$ cat src/rtl/sram_arbiter_pkg.sv
// Shared types and constants for the SRAM arbiter slice.
package sram_arbiter_pkg;

  typedef enum logic [1:0] {
    IDLE,
    ACCESS,
    RESP,
    GAP
  } state_t;

  localparam logic [1:0] RESP_OKAY = 2'b00;

  localparam logic M_IFU = 1'b0;
  localparam logic M_LSU = 1'b1;

endpackage

$ cat src/rtl/sram_arbiter_arb_picker.sv
// Combinational winner selection between the IFU (m0) and LSU (m1).
// Optional macro: ARB_ROUND_ROBIN_EN selects round-robin on contention;
// otherwise the LSU has fixed priority and no last-grant input exists.
module arb_picker
  import sram_arbiter_pkg::*;
(
`ifdef ARB_ROUND_ROBIN_EN
  input  logic last,
`endif
  input  logic valid0,
  input  logic valid1,
  output logic any,
  output logic pick
);

  // Choose a winner from the two request valids.
  always_comb begin
    any  = valid0 | valid1;
    pick = M_IFU;
`ifdef ARB_ROUND_ROBIN_EN
    if (valid0 && valid1) begin
      pick = ~last;
    end else if (valid1) begin
      pick = M_LSU;
    end
`else
    if (valid1) begin
      pick = M_LSU;
    end
`endif
  end

endmodule

$ cat src/rtl/sram_arbiter.sv
// Two-master arbiter and sequencer in front of a level-request SRAM.
// Serialises one access at a time: IDLE -> ACCESS -> RESP -> GAP -> IDLE.
// Optional macro: ARB_ROUND_ROBIN_EN (round-robin instead of LSU priority).
module sram_arbiter
  import sram_arbiter_pkg::*;
#(
  parameter int ADDR_WIDTH = 32,
  parameter int DATA_WIDTH = 32
) (
  input  logic                    clk,
  input  logic                    rst_n,
  input  logic                    m0_req_valid,
  output logic                    m0_req_ready,
  input  logic                    m0_req_write,
  input  logic [ADDR_WIDTH-1:0]   m0_req_addr,
  input  logic [DATA_WIDTH-1:0]   m0_req_wdata,
  input  logic [DATA_WIDTH/8-1:0] m0_req_wstrb,
  output logic                    m0_resp_valid,
  input  logic                    m0_resp_ready,
  output logic [DATA_WIDTH-1:0]   m0_resp_rdata,
  output logic [1:0]              m0_resp_err,
  input  logic                    m1_req_valid,
  output logic                    m1_req_ready,
  input  logic                    m1_req_write,
  input  logic [ADDR_WIDTH-1:0]   m1_req_addr,
  input  logic [DATA_WIDTH-1:0]   m1_req_wdata,
  input  logic [DATA_WIDTH/8-1:0] m1_req_wstrb,
  output logic                    m1_resp_valid,
  input  logic                    m1_resp_ready,
  output logic [DATA_WIDTH-1:0]   m1_resp_rdata,
  output logic [1:0]              m1_resp_err,
  output logic [ADDR_WIDTH-1:0]   s_araddr,
  output logic                    s_ren,
  input  logic [DATA_WIDTH-1:0]   s_rdata,
  input  logic [1:0]              s_rresp,
  input  logic                    s_rvalid,
  output logic [ADDR_WIDTH-1:0]   s_awaddr,
  output logic [DATA_WIDTH-1:0]   s_wdata,
  output logic                    s_wen,
  output logic [DATA_WIDTH/8-1:0] s_wstrb,
  input  logic [1:0]              s_bresp,
  input  logic                    s_bvalid
);

  state_t                  state;
  state_t                  state_next;
  logic                    grant;
  logic                    write_lat;
  logic [ADDR_WIDTH-1:0]   addr_lat;
  logic [DATA_WIDTH-1:0]   wdata_lat;
  logic [DATA_WIDTH/8-1:0] wstrb_lat;
  logic [DATA_WIDTH-1:0]   rdata_lat;
  logic [1:0]              err_lat;

  logic pick_any;
  logic pick;
  logic accept;
  logic done;
  logic resp_ready;

`ifdef ARB_ROUND_ROBIN_EN
  logic last_grant;

  // Remember the most recently accepted master for round-robin.
  always_ff @(posedge clk or negedge rst_n) begin
    if (!rst_n) begin
      last_grant <= M_IFU;
    end else if (accept) begin
      last_grant <= pick;
    end
  end
`endif

  arb_picker u_picker (
`ifdef ARB_ROUND_ROBIN_EN
    .last   (last_grant),
`endif
    .valid0 (m0_req_valid),
    .valid1 (m1_req_valid),
    .any    (pick_any),
    .pick   (pick)
  );

  assign accept     = (state == IDLE) && pick_any;
  assign done       = (state == ACCESS) && (write_lat ? s_bvalid : s_rvalid);
  assign resp_ready = (grant == M_LSU) ? m1_resp_ready : m0_resp_ready;

  // State register.
  always_ff @(posedge clk or negedge rst_n) begin
    if (!rst_n) begin
      state <= IDLE;
    end else begin
      state <= state_next;
    end
  end

  // Next-state logic; SRAM delay and response hold time are unbounded.
  always_comb begin
    state_next = state;
    unique case (state)
      IDLE:    if (accept)     state_next = ACCESS;
      ACCESS:  if (done)       state_next = RESP;
      RESP:    if (resp_ready) state_next = GAP;
      GAP:                     state_next = IDLE;
      default:                 state_next = IDLE;
    endcase
  end

  // Latch the accepted request and capture the SRAM response.
  always_ff @(posedge clk or negedge rst_n) begin
    if (!rst_n) begin
      grant     <= M_IFU;
      write_lat <= 1'b0;
      addr_lat  <= '0;
      wdata_lat <= '0;
      wstrb_lat <= '0;
      rdata_lat <= '0;
      err_lat   <= RESP_OKAY;
    end else begin
      if (accept) begin
        grant     <= pick;
        write_lat <= (pick == M_LSU) ? m1_req_write : m0_req_write;
        addr_lat  <= (pick == M_LSU) ? m1_req_addr  : m0_req_addr;
        wdata_lat <= (pick == M_LSU) ? m1_req_wdata : m0_req_wdata;
        wstrb_lat <= (pick == M_LSU) ? m1_req_wstrb : m0_req_wstrb;
      end
      if (done) begin
        rdata_lat <= write_lat ? '0 : s_rdata;
        err_lat   <= write_lat ? s_bresp : s_rresp;
      end
    end
  end

  // Outputs decoded from state; ready is gated by reset so everything reads 0 in reset.
  always_comb begin
    m0_req_ready  = rst_n && accept && (pick == M_IFU);
    m1_req_ready  = rst_n && accept && (pick == M_LSU);
    s_ren         = (state == ACCESS) && !write_lat;
    s_wen         = (state == ACCESS) && write_lat;
    s_araddr      = addr_lat;
    s_awaddr      = addr_lat;
    s_wdata       = wdata_lat;
    s_wstrb       = wstrb_lat;
    m0_resp_valid = (state == RESP) && (grant == M_IFU);
    m1_resp_valid = (state == RESP) && (grant == M_LSU);
    m0_resp_rdata = rdata_lat;
    m1_resp_rdata = rdata_lat;
    m0_resp_err   = err_lat;
    m1_resp_err   = err_lat;
  end

endmodule

$ cat config.mk
export PLATFORM = sky130hd
export DESIGN_NAME = sram_arbiter
export DESIGN_NICKNAME = d
export VERILOG_FILES = /design/src/rtl/sram_arbiter_pkg.sv /design/src/rtl/sram_arbiter_arb_picker.sv /design/src/rtl/sram_arbiter.sv
export SDC_FILE = /design/constraint.sdc
export NUM_CORES = 1
export LEC_CHECK = 0
export ABC_CLOCK_PERIOD_IN_PS = 2000
export BUFFER_PORTS_ARGS = -buffer_cell sky130_fd_sc_hd__buf_2
export CORE_MARGIN = 2
export CORE_UTILIZATION = 28
export CTS_BUF_LIST = sky130_fd_sc_hd__clkbuf_8
export DETAILED_ROUTE_END_ITERATION = 10
export HOLD_SLACK_MARGIN = 0.03
export PLACE_DENSITY = 0.69
export SYNTH_ARGS = -nofsm -noshare
export SYNTH_HDL_FRONTEND = slang
export SYNTH_SLANG_ARGS = --single-unit
export TNS_END_PERCENT = 10
$ cat constraint.sdc
create_clock -name clk -period 2 [get_ports clk]
set_clock_uncertainty 0.2 [all_clocks]
set_input_delay 0.4 -clock clk [delete_from_list [all_inputs] [get_ports clk]]
set_output_delay 0.4 -clock clk [all_outputs]
set_load 0.005 [all_outputs]
* Word level (Yosys, flattened, before mapping)
Cells that the tools add are included.
** Storage, ports and cells
- Flip-flop bits (word level) :: 106
- Output and inout port bits :: 174
** Operators by class
- Eq/ne operators :: 6
- Multiplexer cells :: 13
- Bitwise operators :: 3
- Reduce and logical (&&, ||, !) cells :: 12
** Operators with widths (count)
- 32-bit 2-to-1 mux :: 3
- 1-bit logical AND :: 9
- 2-bit 2-to-1 mux :: 4
- 2-bit case mux with 4 select lines :: 1
- 2-bit inequality test, second input constant :: 3
- 2-bit equality test, second input constant :: 2
- 1-bit 2-to-1 mux :: 4
- 4-bit 2-to-1 mux :: 1
- 3-bit AND reduction :: 1
- 2-bit by 1-bit equality test with 1-bit output, second input constant :: 1
- 2-bit zero test :: 1
- 1-bit NOT :: 2
- 1-bit zero test :: 1
- 1-bit bitwise OR :: 1

* Longest topological paths before layout
Gate-level depths: netlist of the first run.
- Depth after elaboration :: 4
- Gate-level depth with buffers :: 8
- Gate-level depth less buffers :: 5

* Modules after synthesis
A second synthesis of the first run with hierarchy kept.
** Unflattened totals
- Cell total of the unflattened synthesis :: 472
- Area, all modules :: 5122.4 sq um
** By module, submodules not included
- sram_arbiter :: area an instance 5108.6 sq um, cells each 470, instances 1, seq. area each 2652.5 sq um
- arb_picker :: area an instance 13.8 sq um, cells each 2, instances 1, seq. area each 0.0 sq um

* Worst setup path after synthesis of the first run
No wires, ideal clock.
- Path type :: reg-to-output
- Start point :: reg state[0]
- End point :: out m0_req_ready
- Stages on the path, launching flop included :: 7
- Path buffers :: 2
- Path slack :: 0.022 ns
- Arrival time :: 1.378 ns
- Path through :: dfrtp_1 > inv_1 > ha_1 > o21ai_0 > buf_2 > buf_2 > nor3b_1
** On the way
- Cells in the longest elaborated chain, start to end :: 4
** Ends and longest elaborated chain
- from (decl) :: RTL line sram_arbiter.sv:45 : state_t state;
- from (signal assigned) :: RTL line sram_arbiter.sv:93 : state <= state_next;
- 2-bit zero test :: RTL line sram_arbiter.sv:84 : assign accept = (state == IDLE) && pick_any;
- 1-bit logical AND :: RTL line sram_arbiter.sv:84
- 1-bit logical AND (2 in a row) :: RTL line sram_arbiter.sv:136 : m0_req_ready = rst_n && accept && (pick == M_IFU);
- to (decl) :: RTL line sram_arbiter.sv:13 : output logic m0_req_ready,
No other way between the ends.

* Worst setup path in the final report of the first run
- Start point :: reg state[1]
- End point :: out m0_req_ready
Same word-level chain as after synthesis.

==> flow_metrics.tcl, run 1 <==
set metrics [dict create \
    status "finished with violations" \
    violations "negative setup slack" \
    synth_area_sq_mm 0.00512 \
    clock-root-buffer "clkbuf_8" \
    cp-end-kind "output port" \
    slew_violations 0 \
    synth-warning-count 0 \
    final_hold_viol_count 0 \
    grt_pass1_vias 4326 \
    synthCells 472 \
    rsz0062_at_grt "yes" \
    total_power_mw 9.52 \
    fillers 1772 \
    cts.clk_slew.worst_paths_ps 100 \
    drtIter0Drc 180 \
    final-setup-viol-count 4 \
    die-height_um 139 \
    tritoncts "built" \
    tightest_slew_ps 582 \
    numClockSinks 106 \
    finalCritPeriodShare 1.02 \
    pwr-share-seq 0.402 \
    layout_min_cycle_time_ps 2050 \
    cts_buffers 9 \
    p_per_area_mw_per_mm2 1300 \
    clkPwrFrac 0.161 \
    max_clock_freq_mhz 489 \
    grt_max_degree 98 \
    fin_util 0.409 \
    rows 49 \
    synth_area_per_cell_sq_um 10.9 \
    startpoint "state[1]" \
    p_sw_frac 0.363 \
    synth_cell_types 22 \
    r2r_setup_slack_ps 70 \
    ir_worst_vdd_uv 694 \
    layout.nets 974 \
    cap_viol_max_count 0 \
    reg2reg_depth 5 \
    hold_path_class "input pin to flop" \
    drive_above_1_share 0.508 \
    h-tree-depth 3 \
    p_int_mw 6.07 \
    clock_path_buffers 2 \
    rr_startpoint "state[1]" \
    required_ps 1400 \
    grtUsageTotal 0.148 \
    setup.worst_path.class "flop to output port" \
    power.share.combinational 0.437 \
    slew_headroom 0.611 \
    antenna_found_initial 0 \
    cp_data_arrival_time_ps 1450 \
    detailroute.via_count 4388 \
    die_w_um 139 \
    rr_endpoint "state[1]" \
    io_pins 356 \
    p_leak_nw 4.09 \
    crit_end "m0_req_ready" \
    hpwl_um 11100 \
    crit_fanout 5 \
    postRouteAntennaNets 0 \
    detail_route.wl_per_cell_um 14.4 \
    dr.pass1.iters 4 \
    drc 0 \
    grt_pass1_wl_um 22500 \
    synthesis.nets 658 \
    core_region_area_sq_mm 0.0180 \
    start_util 0.285 \
    setup.worst_path.start_class "flop" \
    switching_power_mw 3.45 \
    globalRoute.totalOverflow 0 \
    synth_seq_cells 106 \
    hold_slack_ps 68.6 \
    finalWorstSetupSlack_ps -45.9 \
    synth_seq_area_share 0.518 \
    gp_congestion 0.754 \
    io_buffers 355 \
    syn2layout_area_growth_pct 43.4 \
    drt-total-wl_um 14700 \
    vias_per_cell 4.29 \
    dieArea_sq_mm 0.0194 \
    insertion_delay_ps 380 \
]
## synth_stat cells
| master | instances | area [sq um] |
|---|---|---|
| nor2_1 | 1 | 3.75 |
| and3b_1 | 1 | 8.76 |
| nor3b_1 | 3 | 22.5 |
| inv_1 | 2 | 7.51 |
| and2b_1 | 1 | 7.51 |
| dfrtp_1 | 106 | 2650 |
| a211oi_1 | 1 | 7.51 |
| buf_4 | 66 | 495 |
| nand2b_1 | 1 | 6.26 |
| nand2_1 | 70 | 263 |
| mux2_2 | 5 | 56.3 |
| o21ai_0 | 70 | 350 |
| buf_2 | 24 | 120 |
| a2111oi_2 | 1 | 15.0 |
| and2_1 | 3 | 18.8 |
| clkbuf_1 | 7 | 26.3 |
| and3_1 | 1 | 6.26 |
| nor2b_1 | 1 | 6.26 |
| ha_1 | 4 | 50.1 |
| a2bb2oi_1 | 1 | 8.76 |
| a22o_1 | 33 | 289 |
| mux2i_1 | 70 | 701 |
## final cells by class
cell class	count	area [sq um]	share of cell area
sequential	106	2650	0.361
multi-input combinational	267	1890	0.258
clock buffer	10	138	0.0187
inverter	2	7.51	0.00102
tap	229	287	0.0390
clock inverter	6	95.1	0.0129
antenna	1	2.50	0.000341
timing repair buffer	402	2270	0.309
## worst min-delay path by stage
stage                start                 to  cells past startpoint
2_1_floorplan        rst_n              grant                      0
3_3_place_gp   s_wdata[31]        s_wdata[31]                      2
3_5_place_dp    s_wdata[1]         s_wdata[1]                      2
4_1_cts        s_rdata[23]  m0_resp_rdata[23]                      2
5_1_grt        s_rdata[23]  m0_resp_rdata[23]                      2
6_report       s_rdata[23]  m0_resp_rdata[23]                      2
## routing by layer
layer,wire length [um],GRT usage,vias to the layer above,part of all wire
li1,-,-,2192,-
met1,5990,0.169,1952,0.41
met2,7340,0.264,224,0.50
met3,1050,0.0334,20,0.071
met4,345,0.0638,0,0.023
met5,0,0,-,0
## repair_timing
item,in CTS,in global routing
hold endpoints to repair,135,0
setup buffers,6,0
setup endpoints to repair,6,7
pin swaps,2,1
hold buffers,30,0
gates resized for setup,10,2
## layout by cell type, fill, tap and decap left out, drive strengths merged
master | Yosys | final
and2 | 3 | 3
buf | 90 | 372
a211oi | 1 | 1
ha | 4 | 4
dfrtp | 106 | 106
and3b | 1 | 1
mux2i | 70 | 70
nor2 | 1 | 1
a2111oi | 1 | 1
diode | 0 | 1
o21ai | 70 | 70
nand2 | 70 | 70
nor3b | 3 | 3
inv | 2 | 4
nand2b | 1 | 1
dlygate4sd3 | 0 | 30
nor2b | 1 | 1
and2b | 1 | 1
a2bb2oi | 1 | 1
clkinv | 0 | 2
a22o | 33 | 33
bufinv | 0 | 2
and3 | 1 | 1
clkbuf | 7 | 10
mux2 | 5 | 5
## state kept, by name (all words and copies together) (netlist names)
register	cells
s_wstrb	4
state	2
s_wdata	32
grant	1
m0_resp_err	2
s_araddr	32
write_lat	1
m0_resp_rdata	32
## logic make-up (layout without fill, tap and decap cells)
group | after synthesis | count (layout) | synth area share
AOI/OAI and AO/OA | 106 | 106 | 0.131
DFF | 106 | 106 | 0.518
buffers and inverters | 99 | 420 | 0.127
and+or+nand+nor | 82 | 82 | 0.0669
muxes | 75 | 75 | 0.148
adders and majority gates | 4 | 4 | 0.00977
other | 0 | 1 | 0
## per-stage QoR
| step | cell area [sq um] | TNS (ps) | setup slack (ps) | cells |
|---|---|---|---|---|
| floorplan | 5120 | 0 | 21.5 | 472 |
| global route | 7340 | -508 | -138 | 1022 |
| global placement | 6710 | 0 | 95.9 | 971 |
| detailed placement | 6710 | 0 | 44.8 | 971 |
| CTS | 7330 | -167 | -55.1 | 1022 |
| finish | 7350 | -120 | -45.9 | 1023 |
## power groups by stage
stage	Clock (mW)	Combinational [mW]	Sequential (mW)
after floorplan	0	2.49	3.88
after CTS	1.62	4.20	3.83
final	1.53	4.16	3.83
after detailed placement	0	4.01	3.86
after global placement	0	3.90	3.85
after global routing	1.68	4.66	3.97
## critical path, stage by stage, from the launching register on
cell and delay, ps:
dfrtp_1 420, inv_2 100, ha_4 170, o21ai_4 60
nor3b_2 170, buf_2 150
Note: power is estimated with default switching activity, not from simulation.
==> run 2, diff against run 1 <==
CORE_AREA = 2 2 136 138   (was default)
CORE_MARGIN = default   (was 2)
CORE_UTILIZATION = default   (was 28)
DIE_AREA = 0 0 138 140   (was default)
PLACE_DENSITY = 0.6   (was 0.69)
==> run 2 against run 1 <==
  * The flow still finishes with violations (negative setup slack)
  * Sequential power about the same
  * Register-to-register slack got worse by 40 ps
  * Critical path type unchanged
  * Die area decreased by 0.37%
  * Fmax decreased by 2.9%
  * Flip-flop and latch count unchanged
  * Critical path depth increased by 1
  * Largest power group unchanged
  * Setup slack got worse by 62 ps
  * First-iteration DRC count decreased by 11%
==> flow_metrics.tcl, run 2 (synthesized netlist as in run 1, its figures left out) <==
set metrics [dict create \
    gp_congestion 0.740 \
    total_power_mw 9.39 \
    final_hold_viol_count 0 \
    cap_viol_max_count 0 \
    layout_commonest_cell "buf_2" \
    dieArea_sq_mm 0.0193 \
    insertion_delay_ps 370 \
    grt_pass1_vias 4342 \
    cp_cell_sequence "inv_2 -> ha_4 -> buf_6 -> o21ai_4 -> nor3b_2 -> buf_2" \
    drtIter0Drc 161 \
    required_ps 1400 \
    crit_fanout 4 \
    clock-root-buffer "clkbuf_8" \
    rows 49 \
    h-tree-depth 3 \
    hold_slack_ps 40.2 \
    tightest_slew_ps 794 \
    rsz0062_at_grt "yes" \
    cp_data_arrival_time_ps 1510 \
    status "finished with violations" \
    start_util 0.288 \
    cp-end-kind "output port" \
    fillers 1753 \
    final-setup-viol-count 5 \
    ir_worst_vdd_uv 589 \
    cts.clk_slew.worst_paths_ps 100 \
    fin_cells 1026 \
    layout_min_cycle_time_ps 2110 \
    vias_per_cell 4.35 \
    slowest_delay_ps 410 \
    io_pins 356 \
    finalWorstSetupSlack_ps -107 \
    violations "negative setup slack" \
    final_cell_mix "351 x buf_2, 106 x dfrtp_1, 70 x mux2i_1, 70 x nand2_1, 69 x o21ai_0" \
    io_buffers 355 \
    drive_above_1_share 0.504 \
    diodes 0 \
    die-height_um 140 \
    dp_slack_ps 10.5 \
    drt-total-wl_um 15200 \
    grtUsageTotal 0.154 \
    regArea_sq_mm 0.00265 \
    detail_route.wl_per_cell_um 14.8 \
    hpwl_um 11700 \
    antenna_found_initial 0 \
    grt_max_degree 64 \
    postRouteAntennaNets 0 \
    finalCritPeriodShare 1.05 \
    globalRoute.totalOverflow 0 \
    p_leak_nw 4.09 \
    core_region_area_sq_mm 0.0178 \
    p_per_area_mw_per_mm2 1280 \
    layout.nets 978 \
    syn2layout_area_growth_pct 43.5 \
    numClockSinks 106 \
    detailroute.via_count 4464 \
    setup.worst_path.class "flop to output port" \
    drc 0 \
    tritoncts "built" \
    grt_pass1_wl_um 23600 \
    max_clock_freq_mhz 475 \
    multi_input_area_sq_mm 0.00190 \
    dr.pass1.iters 4 \
    cp_slowest_cell "dfrtp_1" \
    die_w_um 138 \
    setup.worst_path.start_class "flop" \
    hold_path_class "input pin to async pin" \
    slew_headroom 0.470 \
    tns_ps -322 \
    clock_path_buffers 2 \
    dpl.cell_count 973 \
    cts_buffers 9 \
    slew_violations 0 \
]
==> run 2: area by class of cell <==
class,count,share of cell area
clock inverters,7,0.00868
clock buffers,9,0.0169
multi-input cells,267,0.258
repair buffers,406,0.315
flip-flops and latches,106,0.361
well taps,229,0.0390
inverters,2,0.00102
==> run 2: per-stage QoR <==
step,util,cell area (sq um)
5_1_grt,0.413,7350
6_report,0.413,7350
4_1_cts,0.411,7300
3_5_place_dp,0.378,6720
2_1_floorplan,-,5120
3_3_place_gp,0.378,6720
==> run 2: final timing paths <==
kind,cells past startpoint,slack [ps],end,start
min,2,40,m0_resp_rdata[23],rst_n
max in group asynchronous,3,470,s_wdata[13],rst_n
min in group clk,2,80,m0_resp_rdata[30],s_rdata[30]
max,6,-110,m0_req_ready,state[1]
min reg2reg,2,280,s_wdata[27],s_wdata[27]
max reg2reg,6,30,state[1],state[1]
==> run 2: repair_timing <==
item | CTS | global route
hold buffers | 32 | 0
endpoints found under the setup margin | 7 | 7
endpoints found under the hold margin | 75 | 0
pin swaps | 2 | 1
buffers inserted | 4 | 1
resized for setup | 11 | 7
==> run 2: worst max-delay path: cells and delay by family, from the launching register on <==
family / cells / cell delay (ps)
AOI/OAI and AO/OA: 1 / 50
adders and majority gates: 1 / 140
buffers and inverters: 3 / 350
DFF: 1 / 410
and+or+nand+nor: 1 / 180
==> run 2: report_power, final <==
part | switching (mW) | total, mW | leakage (nW) | internal [mW]
clock network | 0.743 | 1.31 | 0.0953 | 0.567
registers | 0.711 | 3.85 | 1.32 | 3.14
logic | 1.98 | 4.23 | 2.67 | 2.25
total | 3.43 | 9.39 | 4.09 | 5.95
==> run 2: per-layer routing <==
metal | global-route usage | part of all wire | vias to the layer above
li1 | - | - | 2198
met1 | 0.183 | 0.40 | 2064
met2 | 0.275 | 0.52 | 190
met3 | 0.0373 | 0.064 | 12
met4 | 0.0489 | 0.014 | 0
met5 | 0 | 0 | -
